### config.mk
export PLATFORM = sky130hd
export DESIGN_NAME = fwd_scoreboard_flat
export DESIGN_NICKNAME = d
export VERILOG_FILES = /design/src/rtl/fwd_scoreboard_if.sv /design/src/rtl/fwd_scoreboard.sv /design/src/flat_wrapper.sv
export SDC_FILE = /design/constraint.sdc
export NUM_CORES = 1
export LEC_CHECK = 0
export CAP_MARGIN = 5
export CORE_ASPECT_RATIO = 0.75
export CORE_MARGIN = 2
export CORE_UTILIZATION = 34
export DETAILED_ROUTE_END_ITERATION = 12
export PLACE_DENSITY = 0.9
export RECOVER_POWER = 50
export SLEW_MARGIN = 20
export SYNTH_ARGS = -nofsm -noshare
export SYNTH_HDL_FRONTEND = slang
export SYNTH_SLANG_ARGS = --single-unit
### constraint.sdc
create_clock -name clk -period 4.9 [get_ports clk]
set_input_delay 1.225 -clock clk [delete_from_list [all_inputs] [get_ports clk]]
set_output_delay 1.225 -clock clk [all_outputs]
set_load 0.05 [all_outputs]
### src/rtl/fwd_scoreboard_if.sv
// fwd_scoreboard_if: D-stage operand/hazard bus between the pipeline and the forwarding unit
interface fwd_scoreboard_if #(
    parameter int DW     = 32,
    parameter int AW     = 5,
    parameter int TW     = 2,
    parameter int NSTAGE = 3,
    parameter int NREAD  = 2,
    parameter int CW     = 16,
    parameter int SW     = $clog2(NSTAGE + 1)
);
    logic                d_valid;
    logic [NREAD*AW-1:0] d_rd_addr;
    logic [NREAD*TW-1:0] d_tuse;
    logic                d_wr_en;
    logic [AW-1:0]       d_wr_addr;
    logic [TW-1:0]       d_tnew;
    logic                d_md_use;
    logic                md_busy;
    logic                flush;
    logic [NREAD*DW-1:0] rf_rdata;
    logic [NSTAGE*DW-1:0] stage_data;
    logic                stall;
    logic [NREAD*DW-1:0] fwd_data;
    logic [NREAD*SW-1:0] fwd_sel;
    logic [CW-1:0]       stall_cycles;

    modport master (
        output d_valid, d_rd_addr, d_tuse, d_wr_en, d_wr_addr, d_tnew, d_md_use, md_busy, flush,
               rf_rdata, stage_data,
        input  stall, fwd_data, fwd_sel, stall_cycles
    );

    modport slave (
        input  d_valid, d_rd_addr, d_tuse, d_wr_en, d_wr_addr, d_tnew, d_md_use, md_busy, flush,
               rf_rdata, stage_data,
        output stall, fwd_data, fwd_sel, stall_cycles
    );
endinterface

### src/rtl/fwd_scoreboard.sv
// fwd_scoreboard: D-stage hazard detection and operand forwarding from an in-flight writer scoreboard
module fwd_scoreboard #(
    parameter int DW     = 32,
    parameter int AW     = 5,
    parameter int TW     = 2,
    parameter int NSTAGE = 3,
    parameter int NREAD  = 2,
    parameter int CW     = 16,
    parameter int SW     = $clog2(NSTAGE + 1)
) (
    input logic             clk,
    input logic             reset,
    fwd_scoreboard_if.slave bus
);
    logic [NSTAGE-1:0]   vld;
    logic [AW-1:0]       addr [NSTAGE];
    logic [TW-1:0]       tnew [NSTAGE];
    logic [NREAD-1:0]    hit;
    logic [NREAD-1:0]    hazard;
    logic [TW-1:0]       hit_tnew [NREAD];
    logic [SW-1:0]       hit_sel [NREAD];
    logic [DW-1:0]       hit_data [NREAD];
    logic [NREAD*DW-1:0] fwd_data;
    logic [NREAD*SW-1:0] fwd_sel;
    logic                stall;
    logic [CW-1:0]       stall_cycles;

    // Per port: scan oldest to youngest so the lowest matching index (youngest writer) wins
    always_comb begin
        hit = '0;
        hazard = '0;
        fwd_data = bus.rf_rdata;
        fwd_sel = '0;
        for (int p = 0; p < NREAD; p++) begin
            hit_tnew[p] = '0;
            hit_sel[p] = '0;
            hit_data[p] = '0;
            for (int i = NSTAGE - 1; i >= 0; i--) begin
                if (vld[i] && (|bus.d_rd_addr[p*AW+:AW]) && addr[i] == bus.d_rd_addr[p*AW+:AW]) begin
                    hit[p] = 1'b1;
                    hit_tnew[p] = tnew[i];
                    hit_sel[p] = SW'(i + 1);
                    hit_data[p] = bus.stage_data[i*DW+:DW];
                end
            end
            if (hit[p] && hit_tnew[p] == '0) begin
                fwd_data[p*DW+:DW] = hit_data[p];
                fwd_sel[p*SW+:SW] = hit_sel[p];
            end
            hazard[p] = hit[p] && (hit_tnew[p] > bus.d_tuse[p*TW+:TW]);
        end
    end

    assign stall = bus.d_valid & ((|hazard) | (bus.d_md_use & bus.md_busy));
    assign bus.stall = stall;
    assign bus.fwd_data = fwd_data;
    assign bus.fwd_sel = fwd_sel;
    assign bus.stall_cycles = stall_cycles;

    // Scoreboard shift: D enters E unless stalled/flushed, older entries age and retire past W
    always_ff @(posedge clk or negedge reset) begin
        if (!reset) begin
            vld <= '0;
            for (int i = 0; i < NSTAGE; i++) begin
                addr[i] <= '0;
                tnew[i] <= '0;
            end
        end else begin
            vld[0] <= !stall && !bus.flush && bus.d_valid && bus.d_wr_en && (|bus.d_wr_addr);
            addr[0] <= bus.d_wr_addr;
            tnew[0] <= bus.d_tnew;
            for (int i = 1; i < NSTAGE; i++) begin
                vld[i] <= vld[i-1];
                addr[i] <= addr[i-1];
                tnew[i] <= (tnew[i-1] == '0) ? '0 : tnew[i-1] - 1'b1;
            end
        end
    end

    // Saturating count of stalled cycles
    always_ff @(posedge clk or negedge reset) begin
        if (!reset) stall_cycles <= '0;
        else if (stall && !(&stall_cycles)) stall_cycles <= stall_cycles + 1'b1;
    end
endmodule
### src/flat_wrapper.sv
// flat-port wrapper written by rule: the top's interface ports become plain ports
module fwd_scoreboard_flat 
#(
    parameter int DW     = 32,
    parameter int AW     = 5,
    parameter int TW     = 2,
    parameter int NSTAGE = 3,
    parameter int NREAD  = 2,
    parameter int CW     = 16,
    parameter int SW     = $clog2(NSTAGE + 1)
)
  (clk, reset, bus_d_valid, bus_d_rd_addr, bus_d_tuse, bus_d_wr_en, bus_d_wr_addr, bus_d_tnew, bus_d_md_use, bus_md_busy, bus_flush, bus_rf_rdata, bus_stage_data, bus_stall, bus_fwd_data, bus_fwd_sel, bus_stall_cycles);
  fwd_scoreboard_if #(.DW(DW), .AW(AW), .TW(TW), .NSTAGE(NSTAGE), .NREAD(NREAD), .CW(CW), .SW(SW)) bus_i ();
  input logic clk;
  input logic reset;
  input wire logic [$bits(bus_i.d_valid)-1:0] bus_d_valid;
  input wire logic [$bits(bus_i.d_rd_addr)-1:0] bus_d_rd_addr;
  input wire logic [$bits(bus_i.d_tuse)-1:0] bus_d_tuse;
  input wire logic [$bits(bus_i.d_wr_en)-1:0] bus_d_wr_en;
  input wire logic [$bits(bus_i.d_wr_addr)-1:0] bus_d_wr_addr;
  input wire logic [$bits(bus_i.d_tnew)-1:0] bus_d_tnew;
  input wire logic [$bits(bus_i.d_md_use)-1:0] bus_d_md_use;
  input wire logic [$bits(bus_i.md_busy)-1:0] bus_md_busy;
  input wire logic [$bits(bus_i.flush)-1:0] bus_flush;
  input wire logic [$bits(bus_i.rf_rdata)-1:0] bus_rf_rdata;
  input wire logic [$bits(bus_i.stage_data)-1:0] bus_stage_data;
  output wire logic [$bits(bus_i.stall)-1:0] bus_stall;
  output wire logic [$bits(bus_i.fwd_data)-1:0] bus_fwd_data;
  output wire logic [$bits(bus_i.fwd_sel)-1:0] bus_fwd_sel;
  output wire logic [$bits(bus_i.stall_cycles)-1:0] bus_stall_cycles;
  assign bus_i.d_valid = bus_d_valid;
  assign bus_i.d_rd_addr = bus_d_rd_addr;
  assign bus_i.d_tuse = bus_d_tuse;
  assign bus_i.d_wr_en = bus_d_wr_en;
  assign bus_i.d_wr_addr = bus_d_wr_addr;
  assign bus_i.d_tnew = bus_d_tnew;
  assign bus_i.d_md_use = bus_d_md_use;
  assign bus_i.md_busy = bus_md_busy;
  assign bus_i.flush = bus_flush;
  assign bus_i.rf_rdata = bus_rf_rdata;
  assign bus_i.stage_data = bus_stage_data;
  assign bus_stall = bus_i.stall;
  assign bus_fwd_data = bus_i.fwd_data;
  assign bus_fwd_sel = bus_i.fwd_sel;
  assign bus_stall_cycles = bus_i.stall_cycles;
  fwd_scoreboard #(.DW(DW), .AW(AW), .TW(TW), .NSTAGE(NSTAGE), .NREAD(NREAD), .CW(CW), .SW(SW)) u_core (.clk(clk), .reset(reset), .bus(bus_i));
endmodule
Yosys cells after proc, flatten, opt, wreduce, memory -nomap -nowiden

Index checks and enable logic that the tools add are counted.

Flip-flop bits (word level): 40
Memories: 0
Output and inout bits: 85
Latch bits: 0
Bits of input ports: 188
Logic and storage cells: 85
Bits in read-only memories: 0
Memory bits (writable): 0

Shift operators: 0
$mul: 0
Bitwise operators: 3
Div/mod/pow operators: 0
Muxes and demuxes: 30
Reduce and logical (&&, ||, !) cells: 33
Eq/ne operators: 6
Add/sub/neg operators: 3
Magnitude comparators: 2

Operators by type and width:

| kind                                             | number |
|---|---|
| 2-to-1 mux 32 bit                                | 8 |
| 2-to-1 mux 2 bit                                 | 16 |
| == test 5 bit                                    | 6 |
| logical AND 1 bit                                | 21 |
| adder 16 x 1 -> 16 bit, second input constant    | 1 |
| AND reduction 16 bit                             | 1 |
| OR reduction 5 bit                               | 3 |
| logical NOT 2 bit                                | 4 |
| 2-to-1 mux 1 bit                                 | 6 |
| greater-than comparator 2 bit                    | 2 |
| subtractor 2 x 1 -> 2 bit, second input constant | 2 |
| logical NOT 1 bit                                | 3 |
| bitwise AND 1 bit                                | 2 |
| OR reduction 2 bit                               | 1 |
| bitwise OR 1 bit                                 | 1 |

Depth between registers and ports, before layout

Word-level depth: 16
Gate-level depth with buffers: 19
Gate-level depth less buffers: 16

Least setup slack after synthesis

OpenSTA, ideal clock, no wires.

Kind: in2out
Start: in bus_d_rd_addr[5]
End: out bus_stall
Required time: 3675 ps
Cell stages on the path: 14
Buffers on the path: 2
Arrival time: 4023 ps
Path slack: -348 ps
Path through: or4_4 nor2_2 nor4_1 buf_2 nor3_4 buf_2 nand2_1 a31oi_1 inv_1 ha_1 a21oi_1 o31a_1 o31ai_4 inv_1

Cells in the longest elaborated chain, start to end: 11
Elaborated cells between the ends (all ways): 21
Classes of those cells: order compare (1); eq/ne (3); mux (6); bitwise (2); reduce/logical (9)

Ends and longest elaborated chain:

| element                         | line                 | RTL |
|---|---|---|
| start, declared                 | flat_wrapper.sv:17   | `input wire logic [$bits(bus_i.d_rd_addr)-1:0] bus_d_rd_addr;` |
| OR reduction 5 bit              | fwd_scoreboard.sv:39 | `if (vld[i] && (\|bus.d_rd_addr[p*AW+:AW]) && addr[i] == bus.d_rd_addr[p*AW+:AW]) begin` |
| logical AND 1 bit (2 in series) | fwd_scoreboard.sv:39 |  |
| 2-to-1 mux 2 bit (3 in series)  | fwd_scoreboard.sv:39 |  |
| greater-than comparator 2 bit   | fwd_scoreboard.sv:50 | `hazard[p] = hit[p] && (hit_tnew[p] > bus.d_tuse[p*TW+:TW]);` |
| logical AND 1 bit (*)           | fwd_scoreboard.sv:50 |  |
| OR reduction 2 bit (*)          | fwd_scoreboard.sv:54 | `assign stall = bus.d_valid & ((\|hazard) \| (bus.d_md_use & bus.md_busy));` |
| bitwise OR 1 bit (*)            | fwd_scoreboard.sv:54 |  |
| bitwise AND 1 bit (*)           | fwd_scoreboard.sv:54 |  |
| end, declared                   | flat_wrapper.sv:27   | `output wire logic [$bits(bus_i.stall)-1:0] bus_stall;` |

Every way passes the cells marked *; elsewhere a longest branch is shown, timed or not.

Worst setup path after layout

Start: in bus_d_rd_addr[8]
End: out bus_stall

Same word-level chain as after synthesis.

==> out/metrics.cfg <==
[status]
status=finished, violations left
violations=setup timing

[layout]
most-common-layout-cells=clkdlybuf4s50_1 (192), buf_4 (82), nand2_1 (68)
final_area_um2=8600
fill_cells=812
nNetsFinal=1021
syn_to_final_growth_pct=107
final_common_cell=clkdlybuf4s50_1
final_util_pct=73.2
drive_above_1_share_pct=32.8
regArea_um2=1000
multi_input_area_um2=3290

[worst_setup_path]
crit_buf_inv=3
worstPathRequired_ns=3.67
crit_path_top_delay_cell=or4_4
reg2reg_slack_ns=1.30
critPathCaptureType=output pin
start_kind=input port
crit_cells=14
critical_path.top_delay_family=simple AND/OR/NAND/NOR gates
r2r_cells=15
crit_fanout=4
r2r_start=u_core.addr[6]
critPathMostFrequentCell=a21oi_2
worstSetupPathType=input port to output pin
worstReg2RegEnd=u_core.bus.stall_cycles[1]
path_cells=buf_6, or4_4, nor2_4, nor4_4, nor3_4, nand2_1, a31oi_4, ha_4, a21oi_2, a21oi_2, o31a_1, o31ai_4, clkinvlp_4, buf_8
cp.arrival_ns=3.88
cp_slowest_stage_delay_ns=0.56

[timing]
skew_ns=0.00479
finalSetupViolCount=4
rsz0062_at_grt=yes
worst_pin_slew_ns=0.851
fmax_ghz=0.196
fin_ws_ns=-0.200
hold_ws_ns=0.451
maxSlewViolCount=0
max-slew-margin-rel_pct=43.3
period_needed_ns=5.10
hold_viol_final=0
period_share_pct=104

[detailed_routing]
drc_errors=0
drt_iter0_markers=362
wl_per_cell_um=22.7
route.antenna.remaining_nets=0
firstDrtPassIters=6
vias_per_cell=5.67
wl_um=22600
vias=5645

[global_routing]
overflow=0
grt_max_degree=44
use_met2_pct=56.2
grt_pass1_wl_um=32000
globalRouteMet1Util_pct=35.3
first_global_vias=5731
grt-busiest-layer=met2
antenna_found_initial=4
grt_use_total_pct=31.5
use_met3_pct=6.17

[placement]
placed_area_um2=7680
hpwl_um=16300
portBuffers=272
gp_congestion=0.983

[clock_tree]
clkLatencyLatePin_ns=0.28
cts_tree=done
cts_root_buf=clkbuf_16
cts.sinks=40
cts_buffers=5
clk_transition_reported_paths_ns=0.05
cts_buffer_depth=2
htree_levels=2

[synth]
ys_types=46
synth_top_area_cell=dfrtp_1
synth-seq-cells=40
ys.flop_type=dfrtp_1
ys_warn_count=0
syn_avg_cell_area_um2=8.27
synthTopCellsByArea=dfrtp_1 (24%), mux2_2 (15%), a22oi_1 (12%)
syn-cell-area_um2=4150
synth.net_count=695
yosysTopAreaCellShare_pct=24.1
synth_edf_count=0
ys_seq_area_share_pct=24.1
syn_inst=502
synthArstFlopShare_pct=100

[hold_path]
holdPathEnd=u_core.vld[2]
min-delay-start=u_core.vld[1]
min-delay-path-class=flop to flop
min_path_cells=0

[floorplanning]
num_rows=34
fp.dieW_um=132
start_util_pct=35.4
coreArea_um2=11700
die_area_um2=13100
io-pin-count=273
die_y_um=99.7

[pwr]
vdd_ir_drop_max_v=0.000298
power_density_nw_per_um2=165
finalPower_mw=1.42
power.leakage_nw=3.41

[job]
maxCapViolCount=0

==> flip-flops by register name (all words and copies together), names as in the netlist <==
signal and cells:
u_core.bus.stall_cycles 16, u_core.addr 15, u_core.tnew 6, u_core.vld 3
==> per-stage QoR <==
step	setup TNS, ns	setup slack [ns]	cells
after floorplan	-0.269	-0.269	502
after global placement	-23.91	-0.492	952
after detailed placement	-28.55	-0.636	952
after CTS	-2.17	-0.160	980
after global routing	-1.93	-0.319	995
final	-0.222	-0.200	995
==> cell type report <==
| type | instances | share of cell area [%] |
|---|---|---|
| diodes | 4 | 0.116 |
| clock buffers | 8 | 1.70 |
| inverters | 9 | 0.437 |
| multi-input cells | 416 | 38.3 |
| flip-flops and latches | 40 | 11.6 |
| well taps | 162 | 2.36 |
| repair buffers | 356 | 45.5 |
==> cells by family after synthesis <==
family	count (synthesis)	share of synthesized area, %
AO/OA/AOI/OAI	146	23.0
XOR/XNOR	43	9.07
adder cells (fa/ha/maj)	5	1.51
buffers and inverters	46	5.33
flip-flops	40	24.1
multiplexers	67	18.1
AND/OR/NAND/NOR	155	18.9
==> synth_stat cells (6+ instances only) <==
library cell   n
dfrtp_1       40
nor2_1        22
a21oi_1       10
o21ai_1        7
nand2_1       71
o21ai_0       54
clkbuf_1      21
inv_1          9
xor2_1        18
nor3_1        11
buf_2          9
a22oi_1       64
nand4_1       10
mux2_2        56
xnor2_1       25
nor4_1         6
mux2_1        10
==> per-layer routing <==
metal	share of wire (%)	wire length [um]
met4	4.9	1110
met3	8.0	1820
met5	0	0
met2	51	11500
met1	36	8170
==> where the power goes <==
group / leakage (nW) / switching (mW) / internal [mW]
clock network: 0.0712 / 0.114 / 0.203
logic: 2.84 / 0.350 / 0.339
registers: 0.497 / 0.0499 / 0.363
total: 3.41 / 0.514 / 0.905
==> what timing repair did <==
action | in CTS | in global routing
hold buffers | 0 | 0
hold endpoints to repair | 0 | 0
pin swaps | 23 | 20
gates cloned | 6 | 1
setup endpoints to repair | 65 | 64
gates resized for setup | 82 | 70
setup buffers | 14 | 13
==> worst max path at each step <==
stage	startpoint	endpoint	slack, ns
floorplan	bus_d_rd_addr[9]	bus_stall	-0.27
global placement	bus_d_rd_addr[9]	bus_stall	-0.49
detailed placement	bus_d_rd_addr[0]	bus_stall	-0.64
CTS	bus_d_rd_addr[8]	bus_stall	-0.16
global route	bus_d_rd_addr[7]	bus_stall	-0.32
finish	bus_d_rd_addr[8]	bus_stall	-0.20
Note: power is estimated with default switching activity, not from simulation.
